$ cat config.mk
export PLATFORM = sky130hd
export DESIGN_NAME = coef_loader_flat
export DESIGN_NICKNAME = d
export VERILOG_FILES = /design/src/rtl/fir_pkg.sv /design/src/rtl/coef_loader_if.sv /design/src/rtl/coef_loader.sv /design/src/flat_wrapper.sv
export SDC_FILE = /design/constraint.sdc
export NUM_CORES = 1
export LEC_CHECK = 0
export ABC_AREA = 1
export BUFFER_PORTS_ARGS = -buffer_cell sky130_fd_sc_hd__clkbuf_2
export CORE_ASPECT_RATIO = 0.6
export CORE_MARGIN = 1.5
export CORE_UTILIZATION = 45
export CTS_BUF_LIST = sky130_fd_sc_hd__clkbuf_4 sky130_fd_sc_hd__clkbuf_8
export DETAILED_ROUTE_END_ITERATION = 10
export HOLD_SLACK_MARGIN = 0.12
export PLACE_DENSITY = 0.86
export SYNTH_ARGS = -nofsm -noshare
export SYNTH_HDL_FRONTEND = slang
export SYNTH_SLANG_ARGS = --single-unit
export TNS_END_PERCENT = 1
$ cat constraint.sdc
create_clock -name clk -period 3.3 [get_ports clk]
set_input_delay 0.99 -clock clk [delete_from_list [all_inputs] [get_ports clk]]
set_output_delay 0.99 -clock clk [all_outputs]
set_load 0.02 [all_outputs]
$ cat src/rtl/fir_pkg.sv
// Shared FIR constants and types for the coefficient path.
package fir_pkg;
  localparam int COEF_W   = 27;
  localparam int ADDR_W   = 5;
  localparam int NUM_TAPS = 15;

  typedef logic signed [COEF_W-1:0] coef_t;

  typedef struct packed {
    coef_t re;
    coef_t im;
  } coef_pair_t;

  typedef enum logic {IDLE, LOAD} loader_state_t;
endpackage

$ cat src/rtl/coef_loader_if.sv
// Coefficient stream input plus coefficient bank write bus.
interface coef_loader_if;
  import fir_pkg::*;

  logic              in_valid;
  logic              in_ready;
  coef_t             in_i;
  coef_t             in_q;
  logic              push_coef;
  logic [ADDR_W-1:0] coef_addr;
  coef_t             coef_i;
  coef_t             coef_q;

  // master is the loader: it consumes the stream and drives the bank
  modport master (input in_valid, in_i, in_q,
                  output in_ready, push_coef, coef_addr, coef_i, coef_q);
  modport slave  (output in_valid, in_i, in_q,
                  input in_ready, push_coef, coef_addr, coef_i, coef_q);
endinterface

$ cat src/rtl/coef_loader.sv
// Sequences a stream of complex coefficient pairs into bank addresses
// 1..NUM_TAPS with start/abort control, stall timeout and status pulses.
module coef_loader
  import fir_pkg::*;
#(
  parameter int TIMEOUT = 1023
) (
  input  logic          clk,
  input  logic          rst,
  input  logic          start_i,
  input  logic          abort_i,
  coef_loader_if.master bus,
  output logic          busy_o,
  output logic          done_o,
  output logic          error_o
);

  localparam int STALL_W = $clog2(TIMEOUT + 1);

  loader_state_t      state_q, state_d;
  logic [ADDR_W-1:0]  tap_q, tap_d;
  logic [STALL_W-1:0] stall_q, stall_d;
  logic [STALL_W-1:0] stall_inc;
  logic               push_q, push_d;
  logic [ADDR_W-1:0]  addr_q, addr_d;
  coef_pair_t         data_q, data_d;
  logic               done_q, done_d;
  logic               error_q, error_d;
  logic               in_ready;
  logic               accept;

  assign in_ready  = (state_q == LOAD) && !abort_i;
  assign accept    = in_ready && bus.in_valid;
  assign stall_inc = stall_q + 1'b1;

  always_comb begin
    state_d = state_q;
    tap_d   = tap_q;
    stall_d = stall_q;
    push_d  = 1'b0;
    addr_d  = addr_q;
    data_d  = data_q;
    done_d  = 1'b0;
    error_d = 1'b0;
    case (state_q)
      IDLE: begin
        if (start_i && !abort_i) begin
          state_d = LOAD;
          tap_d   = ADDR_W'(1);
          stall_d = '0;
        end
      end
      LOAD: begin
        if (abort_i) begin
          state_d = IDLE;
        end else if (accept) begin
          push_d  = 1'b1;
          addr_d  = tap_q;
          data_d  = '{re: bus.in_i, im: bus.in_q};
          stall_d = '0;
          if (tap_q == ADDR_W'(NUM_TAPS)) begin
            state_d = IDLE;
            done_d  = 1'b1;
          end else begin
            tap_d = tap_q + 1'b1;
          end
        end else if (stall_inc == STALL_W'(TIMEOUT)) begin
          state_d = IDLE;
          error_d = 1'b1;
          stall_d = '0;
        end else begin
          stall_d = stall_inc;
        end
      end
    endcase
  end

  always_ff @(posedge clk or posedge rst) begin
    if (rst) begin
      state_q <= IDLE;
      tap_q   <= '0;
      stall_q <= '0;
      push_q  <= 1'b0;
      addr_q  <= '0;
      data_q  <= '0;
      done_q  <= 1'b0;
      error_q <= 1'b0;
    end else begin
      state_q <= state_d;
      tap_q   <= tap_d;
      stall_q <= stall_d;
      push_q  <= push_d;
      addr_q  <= addr_d;
      data_q  <= data_d;
      done_q  <= done_d;
      error_q <= error_d;
    end
  end

  assign bus.in_ready  = in_ready;
  assign bus.push_coef = push_q;
  assign bus.coef_addr = addr_q;
  assign bus.coef_i    = data_q.re;
  assign bus.coef_q    = data_q.im;
  assign busy_o        = (state_q == LOAD);
  assign done_o        = done_q;
  assign error_o       = error_q;

endmodule

$ cat src/flat_wrapper.sv
// flat-port wrapper written by rule: the top's interface ports become plain ports
module coef_loader_flat import fir_pkg::*;
#(
  parameter int TIMEOUT = 1023
)
  (clk, rst, start_i, abort_i, busy_o, done_o, error_o, bus_in_valid, bus_in_i, bus_in_q, bus_in_ready, bus_push_coef, bus_coef_addr, bus_coef_i, bus_coef_q);
  coef_loader_if bus_i ();
  input  logic clk;
  input  logic rst;
  input  logic start_i;
  input  logic abort_i;
  output logic busy_o;
  output logic done_o;
  output logic error_o;
  input wire logic [$bits(bus_i.in_valid)-1:0] bus_in_valid;
  input wire logic [$bits(bus_i.in_i)-1:0] bus_in_i;
  input wire logic [$bits(bus_i.in_q)-1:0] bus_in_q;
  output wire logic [$bits(bus_i.in_ready)-1:0] bus_in_ready;
  output wire logic [$bits(bus_i.push_coef)-1:0] bus_push_coef;
  output wire logic [$bits(bus_i.coef_addr)-1:0] bus_coef_addr;
  output wire logic [$bits(bus_i.coef_i)-1:0] bus_coef_i;
  output wire logic [$bits(bus_i.coef_q)-1:0] bus_coef_q;
  assign bus_i.in_valid = bus_in_valid;
  assign bus_i.in_i = bus_in_i;
  assign bus_i.in_q = bus_in_q;
  assign bus_in_ready = bus_i.in_ready;
  assign bus_push_coef = bus_i.push_coef;
  assign bus_coef_addr = bus_i.coef_addr;
  assign bus_coef_i = bus_i.coef_i;
  assign bus_coef_q = bus_i.coef_q;
  coef_loader #(.TIMEOUT(TIMEOUT)) u_core (.clk(clk), .rst(rst), .start_i(start_i), .abort_i(abort_i), .bus(bus_i), .busy_o(busy_o), .done_o(done_o), .error_o(error_o));
endmodule
---- Word-level counts from Yosys, hierarchy flattened ----
Cells that the tools add are included.
word-level totals
  flip-flop bits (word level) ............. 78
  input port bits ......................... 59
  output and inout bits ................... 64
  logic and storage cells ................. 53
cells by class
  add/sub/neg operators ................... 2
  equality and inequality tests ........... 6
  multiplexer cells ....................... 27
  bitwise gates (word level) .............. 2
  reduce and logical (&&, ||, !) cells .... 7
operators with widths
  operator               number
  $mux 10                4
  $mux 5                 4
  $pmux 10 s2            1
  $mux 1                 16
  $add 10x1->10 const B  1
  $eq 10x10->1 const B   1
  $pmux 5 s2             1
  $ne 2x2->1 const B     3
  $add 5x1->5 const B    1
  $eq 5x4->1 const B     1
  $reduce_and 4->1       1
  $logic_and 1x1->1      3
  $reduce_and 3->1       1
  $ne 2x1->1 const B     1
  $not 1->1              2
  $pmux 1 s2             1
  $reduce_and 2->1       1
  $logic_not 1->1        1

---- Longest topological paths before layout ----
  word-level depth ........................ 6
  gate-level depth with buffers ........... 11
  gate-level depth less buffers ........... 10

---- Worst setup path before layout ----
Ideal clock, no wire load.
  kind .................................... input to output
  start ................................... in abort_i
  end ..................................... out bus_in_ready
  data arrival time ....................... 1.163 ns
  data required time ...................... 2.310 ns
  slack ................................... 1.147 ns
  cell stages on the path ................. 1
  buffers on the path ..................... 0
  cell sequence ........................... nor2_4
between the ends
  cells in the longest elaborated chain, start to end .. 2
ends and longest elaborated chain
  item               line                source
  from (decl)        flat_wrapper.sv:11  input logic abort_i;
  $logic_not 1->1    coef_loader.sv:32   assign in_ready = (state_q == LOAD) && !abort_i;
  $logic_and 1x1->1  coef_loader.sv:32
  to (decl)          flat_wrapper.sv:18  output wire logic [$bits(bus_i.in_ready)-1:0] bus_in_ready;
Every way passes these cells.

---- Worst setup path after layout ----
Same ends and word-level chain as after synthesis.

==> impl_table.tex <==
\begin{tabular}{lr}
\hline
Metric & Value \\
\hline
\multicolumn{2}{l}{\textbf{Outcome}} \\
\quad Result of the run & finished clean \\
\multicolumn{2}{l}{\textbf{CTS}} \\
\quad TritonCTS clock tree & done \\
\quad Clock network latency to the later pin of the worst-skew pair & 0.35 ns \\
\quad Buffer levels on the longest clock path & 2 \\
\quad Clock root buffer & sky130\_fd\_sc\_hd\_\_clkbuf\_8 \\
\quad Clock transition at path regs & 0.07 ns \\
\quad Number of buffers inserted by post-CTS setup repair & 0 \\
\quad Hold-fix buffer count after cts & 0 \\
\quad Number of H-tree branching levels & 3 \\
\quad Clock sink count & 78 \\
\quad Gates resized, CTS repair & 0 \\
\quad CTS buffer count & 9 \\
\multicolumn{2}{l}{\textbf{Critical path}} \\
\quad Worst Setup Path Type & primary input to output port \\
\quad R2R setup slack & 1.22 ns \\
\quad Kind of start point of the critical path & primary input \\
\quad Worst EP required & 2.31 ns \\
\quad Launch instance of the worst register-to-register path & u\_core.busy\_o \\
\quad Worst R2R End & u\_core.tap\_q[3] \\
\quad Biggest fanout along the worst timing path & 4 \\
\quad Endpoint class of the critical path & output port \\
\quad R2R cell count & 9 \\
\quad Arr. time, crit path & 1.44 ns \\
\multicolumn{2}{l}{\textbf{GRT}} \\
\quad Number of global-route vias before repair & 2,968 \\
\quad All-Layer GR Usage & 21.1\% \\
\quad Number of antenna violations at the first check in global routing & 0 \\
\quad Aggregate global routing overflow & 0 \\
\quad Wire length of the first global-routing pass & 13,200 microns \\
\quad Maximum number of pins on one net before global-route repair & 66 \\
\multicolumn{2}{l}{\textbf{Floorplan}} \\
\quad I/O pins & 123 \\
\quad DIE WIDTH & 115 microns \\
\quad Vert. Die Dim & 70.3 microns \\
\quad Placement row count & 24 \\
\quad Starting density of the core & 46.6\% \\
\quad Die outline area & 8100 sq um \\
\quad Std-Cell Core Area & 7300 sq um \\
\multicolumn{2}{l}{\textbf{Cells and area}} \\
\quad Share of final-layout standard cells stronger than drive strength 1 & 31.4\% \\
\quad Final antenna diode count & 0 \\
\quad Net count reported at finish & 586 \\
\quad Count of fill cells added during filler insertion & 650 \\
\quad Highest-count cells in the layout ignoring fill and taps & sky130\_fd\_sc\_hd\_\_nand2\_1 (222), sky130\_fd\_sc\_hd\_\_clkbuf\_2 (122), sky130\_fd\_sc\_hd\_\_dfrtp\_1 (78) \\
\quad Synthesis-to-finish area growth & 27.0\% \\
\quad Most frequent standard cell in the layout excluding fill and tap cells & sky130\_fd\_sc\_hd\_\_nand2\_1 \\
\multicolumn{2}{l}{\textbf{Routing}} \\
\quad Initial drt markers & 188 \\
\quad Residual DRC & 0 \\
\quad Avg Vias per Cell & 4.71 \\
\quad Length of the first detailed-routing pass in iterations & 4 \\
\quad Detailed-route via count & 2,975 \\
\quad Avg WL per Cell & 12.4 microns \\
\quad Remaining antenna violation count after routing & 0 \\
\quad Total routed wirelength & 7850 microns \\
\multicolumn{2}{l}{\textbf{Timing}} \\
\quad FMAX & 0.411 GHz \\
\quad Time the worst path needs with I/O delays and setup & 2.43 ns \\
\quad Number of failing hold endpoints at the final stage & 0 \\
\quad Fin. max-slew vios & 0 \\
\quad Worst slew slack as a fraction of its limit & 46.6\% \\
\quad Post-Route Skew & 0.0126 ns \\
\quad Actual slew at the worst max-slew pin & 0.798 ns \\
\quad Post-route clock period utilization & 73.7\% \\
\quad Final sum of negative setup slack & 0 ns \\
\quad RSZ-0062 raised after global routing & no \\
\quad Final-report setup violation count & 0 \\
\multicolumn{2}{l}{\textbf{Min path}} \\
\quad Worst min-delay path endpoint & u\_core.bus.coef\_i[17] \\
\quad Worst hold path cell count & 2 \\
\quad Hold Path Origin & u\_core.bus.coef\_i[17] \\
\quad Type of the worst min-delay path & flop to flop \\
\multicolumn{2}{l}{\textbf{Job}} \\
\quad Max capacitance violation total & 0 \\
\multicolumn{2}{l}{\textbf{Synth}} \\
\quad Number of storage elements in the synthesis netlist & 78 \\
\quad Post-synthesis sequential area ratio & 57.4\% \\
\quad Syn\_nets & 464 \\
\quad Synthesis warning total & 0 \\
\quad Synthesized area per cell & 8.48 sq um \\
\quad Post-synth design cell area & 3400 sq um \\
\quad Synthesized instance count & 401 \\
\quad Library cells used by synthesis & 24 \\
\multicolumn{2}{l}{\textbf{Power}} \\
\quad PD cells & 687 nW/um\^{}2 \\
\quad Total power draw & 2.96 mW \\
\quad Static leakage & 2.43 nW \\
\quad Peak VDD IR & 0.395 mV \\
\multicolumn{2}{l}{\textbf{Placed design}} \\
\quad Number of buffers inserted by port buffering & 122 \\
\quad Detailed Place HPWL & 5560 microns \\
\quad Routability congestion estimate & 0.830 \\
\hline
\end{tabular}
-- stage by stage --
step / utilization [%] / setup slack, ns / instances / hold slack (ns) / cell area, sq um
after global placement: 56.1 / 0.724 / 616 / 0.460 / 4100
after floorplan: - / 0.315 / 401 / 0.471 / 3400
final: 59.2 / 0.868 / 632 / 0.483 / 4320
after global routing: 59.2 / 0.761 / 632 / 0.504 / 4320
after detailed placement: 56.1 / 0.618 / 616 / 0.466 / 4100
after CTS: 59.2 / 0.865 / 632 / 0.486 / 4320
-- cell type report --
class	instances	area (sq um)	area share (%)
Sequential cell	78	1950	45.2
Multi-Input combinational cell	285	1280	29.8
Timing Repair Buffer	126	641	14.8
Clock buffer	12	153	3.54
Tap cell	104	130	3.01
Inverter	23	87.6	2.03
Clock inverter	4	70.1	1.62
-- registers in the layout, summed over array words and instances (netlist names) --
signal / count
u_core.bus.coef_i: 27
u_core.bus.coef_addr: 5
u_core.stall_q: 10
u_core.tap_q: 5
u_core.done_o: 1
u_core.error_o: 1
u_core.busy_o: 1
u_core.bus.coef_q: 27
u_core.bus.push_coef: 1
-- cells in the mapped netlist --
| cell type | count | area (sq um) |
|---|---|---|
| sky130_fd_sc_hd__or2_0 | 1 | 6.26 |
| sky130_fd_sc_hd__a21oi_1 | 4 | 20.0 |
| sky130_fd_sc_hd__nor2_2 | 4 | 25.0 |
| sky130_fd_sc_hd__nand3b_1 | 2 | 15.0 |
| sky130_fd_sc_hd__ha_1 | 4 | 50.1 |
| sky130_fd_sc_hd__buf_2 | 6 | 30.0 |
| sky130_fd_sc_hd__nor3_2 | 1 | 10.0 |
| sky130_fd_sc_hd__nand2_1 | 223 | 837 |
| sky130_fd_sc_hd__o21ai_0 | 9 | 45.0 |
| sky130_fd_sc_hd__dfrtp_1 | 78 | 1950 |
| sky130_fd_sc_hd__o21bai_1 | 2 | 15.0 |
| sky130_fd_sc_hd__nor3_1 | 2 | 10.0 |
| sky130_fd_sc_hd__nand3_1 | 5 | 25.0 |
| sky130_fd_sc_hd__clkbuf_1 | 6 | 22.5 |
| sky130_fd_sc_hd__nor2_4 | 2 | 22.5 |
| sky130_fd_sc_hd__nand4_1 | 1 | 6.26 |
| sky130_fd_sc_hd__inv_1 | 23 | 86.3 |
| sky130_fd_sc_hd__o22ai_1 | 1 | 6.26 |
| sky130_fd_sc_hd__nand3_2 | 3 | 30.0 |
| sky130_fd_sc_hd__o21bai_2 | 10 | 113 |
| sky130_fd_sc_hd__buf_1 | 1 | 3.75 |
| sky130_fd_sc_hd__nand2_2 | 2 | 12.5 |
| sky130_fd_sc_hd__buf_6 | 2 | 22.5 |
| sky130_fd_sc_hd__nor2_1 | 9 | 33.8 |
-- kinds of logic (layout without fill, tap and decap cells) --
family	count (synthesis)	after routing	synth area share, %
AOI/OAI and AO/OA	26	26	5.85
adders and majority gates	4	4	1.47
and+or+nand+nor	255	255	30.4
DFF	78	78	57.4
buffers and inverters	38	165	4.86
-- metal layers --
metal | part of all wire (%) | up-vias | global-route usage, %
met5 | 0 | - | 0
met4 | 0.99 | 0 | 7.54
met3 | 7.5 | 7 | 7.03
met2 | 46 | 124 | 34.1
met1 | 46 | 1376 | 26.6
li1 | - | 1468 | -
-- worst max-delay path, cell delays in order --
cell	delay, ns
sky130_fd_sc_hd__clkbuf_2	0.11
sky130_fd_sc_hd__nor2_4	0.15
sky130_fd_sc_hd__clkbuf_2	0.20
-- power by group --
| part | leakage, nW | internal, mW | switching (mW) | total, mW |
|---|---|---|---|---|
| clock | 0.117 | 0.461 | 0.331 | 0.793 |
| combinational | 1.31 | 0.282 | 0.563 | 0.846 |
| sequential | 0.999 | 1.19 | 0.138 | 1.33 |
| total | 2.43 | 1.93 | 1.03 | 2.96 |
-- worst max-delay path by stage --
stage	start	depth (start not counted)	to	slack, ns
after floorplan	rst	1	u_core.bus.coef_addr[0]	0.31
after global placement	abort_i	9	u_core.tap_q[3]	0.72
after detailed placement	abort_i	9	u_core.tap_q[3]	0.62
after CTS	abort_i	3	bus_in_ready	0.86
after global routing	abort_i	9	u_core.tap_q[3]	0.76
final	abort_i	3	bus_in_ready	0.87
No activity file was read; power rests on OpenSTA's default activity.
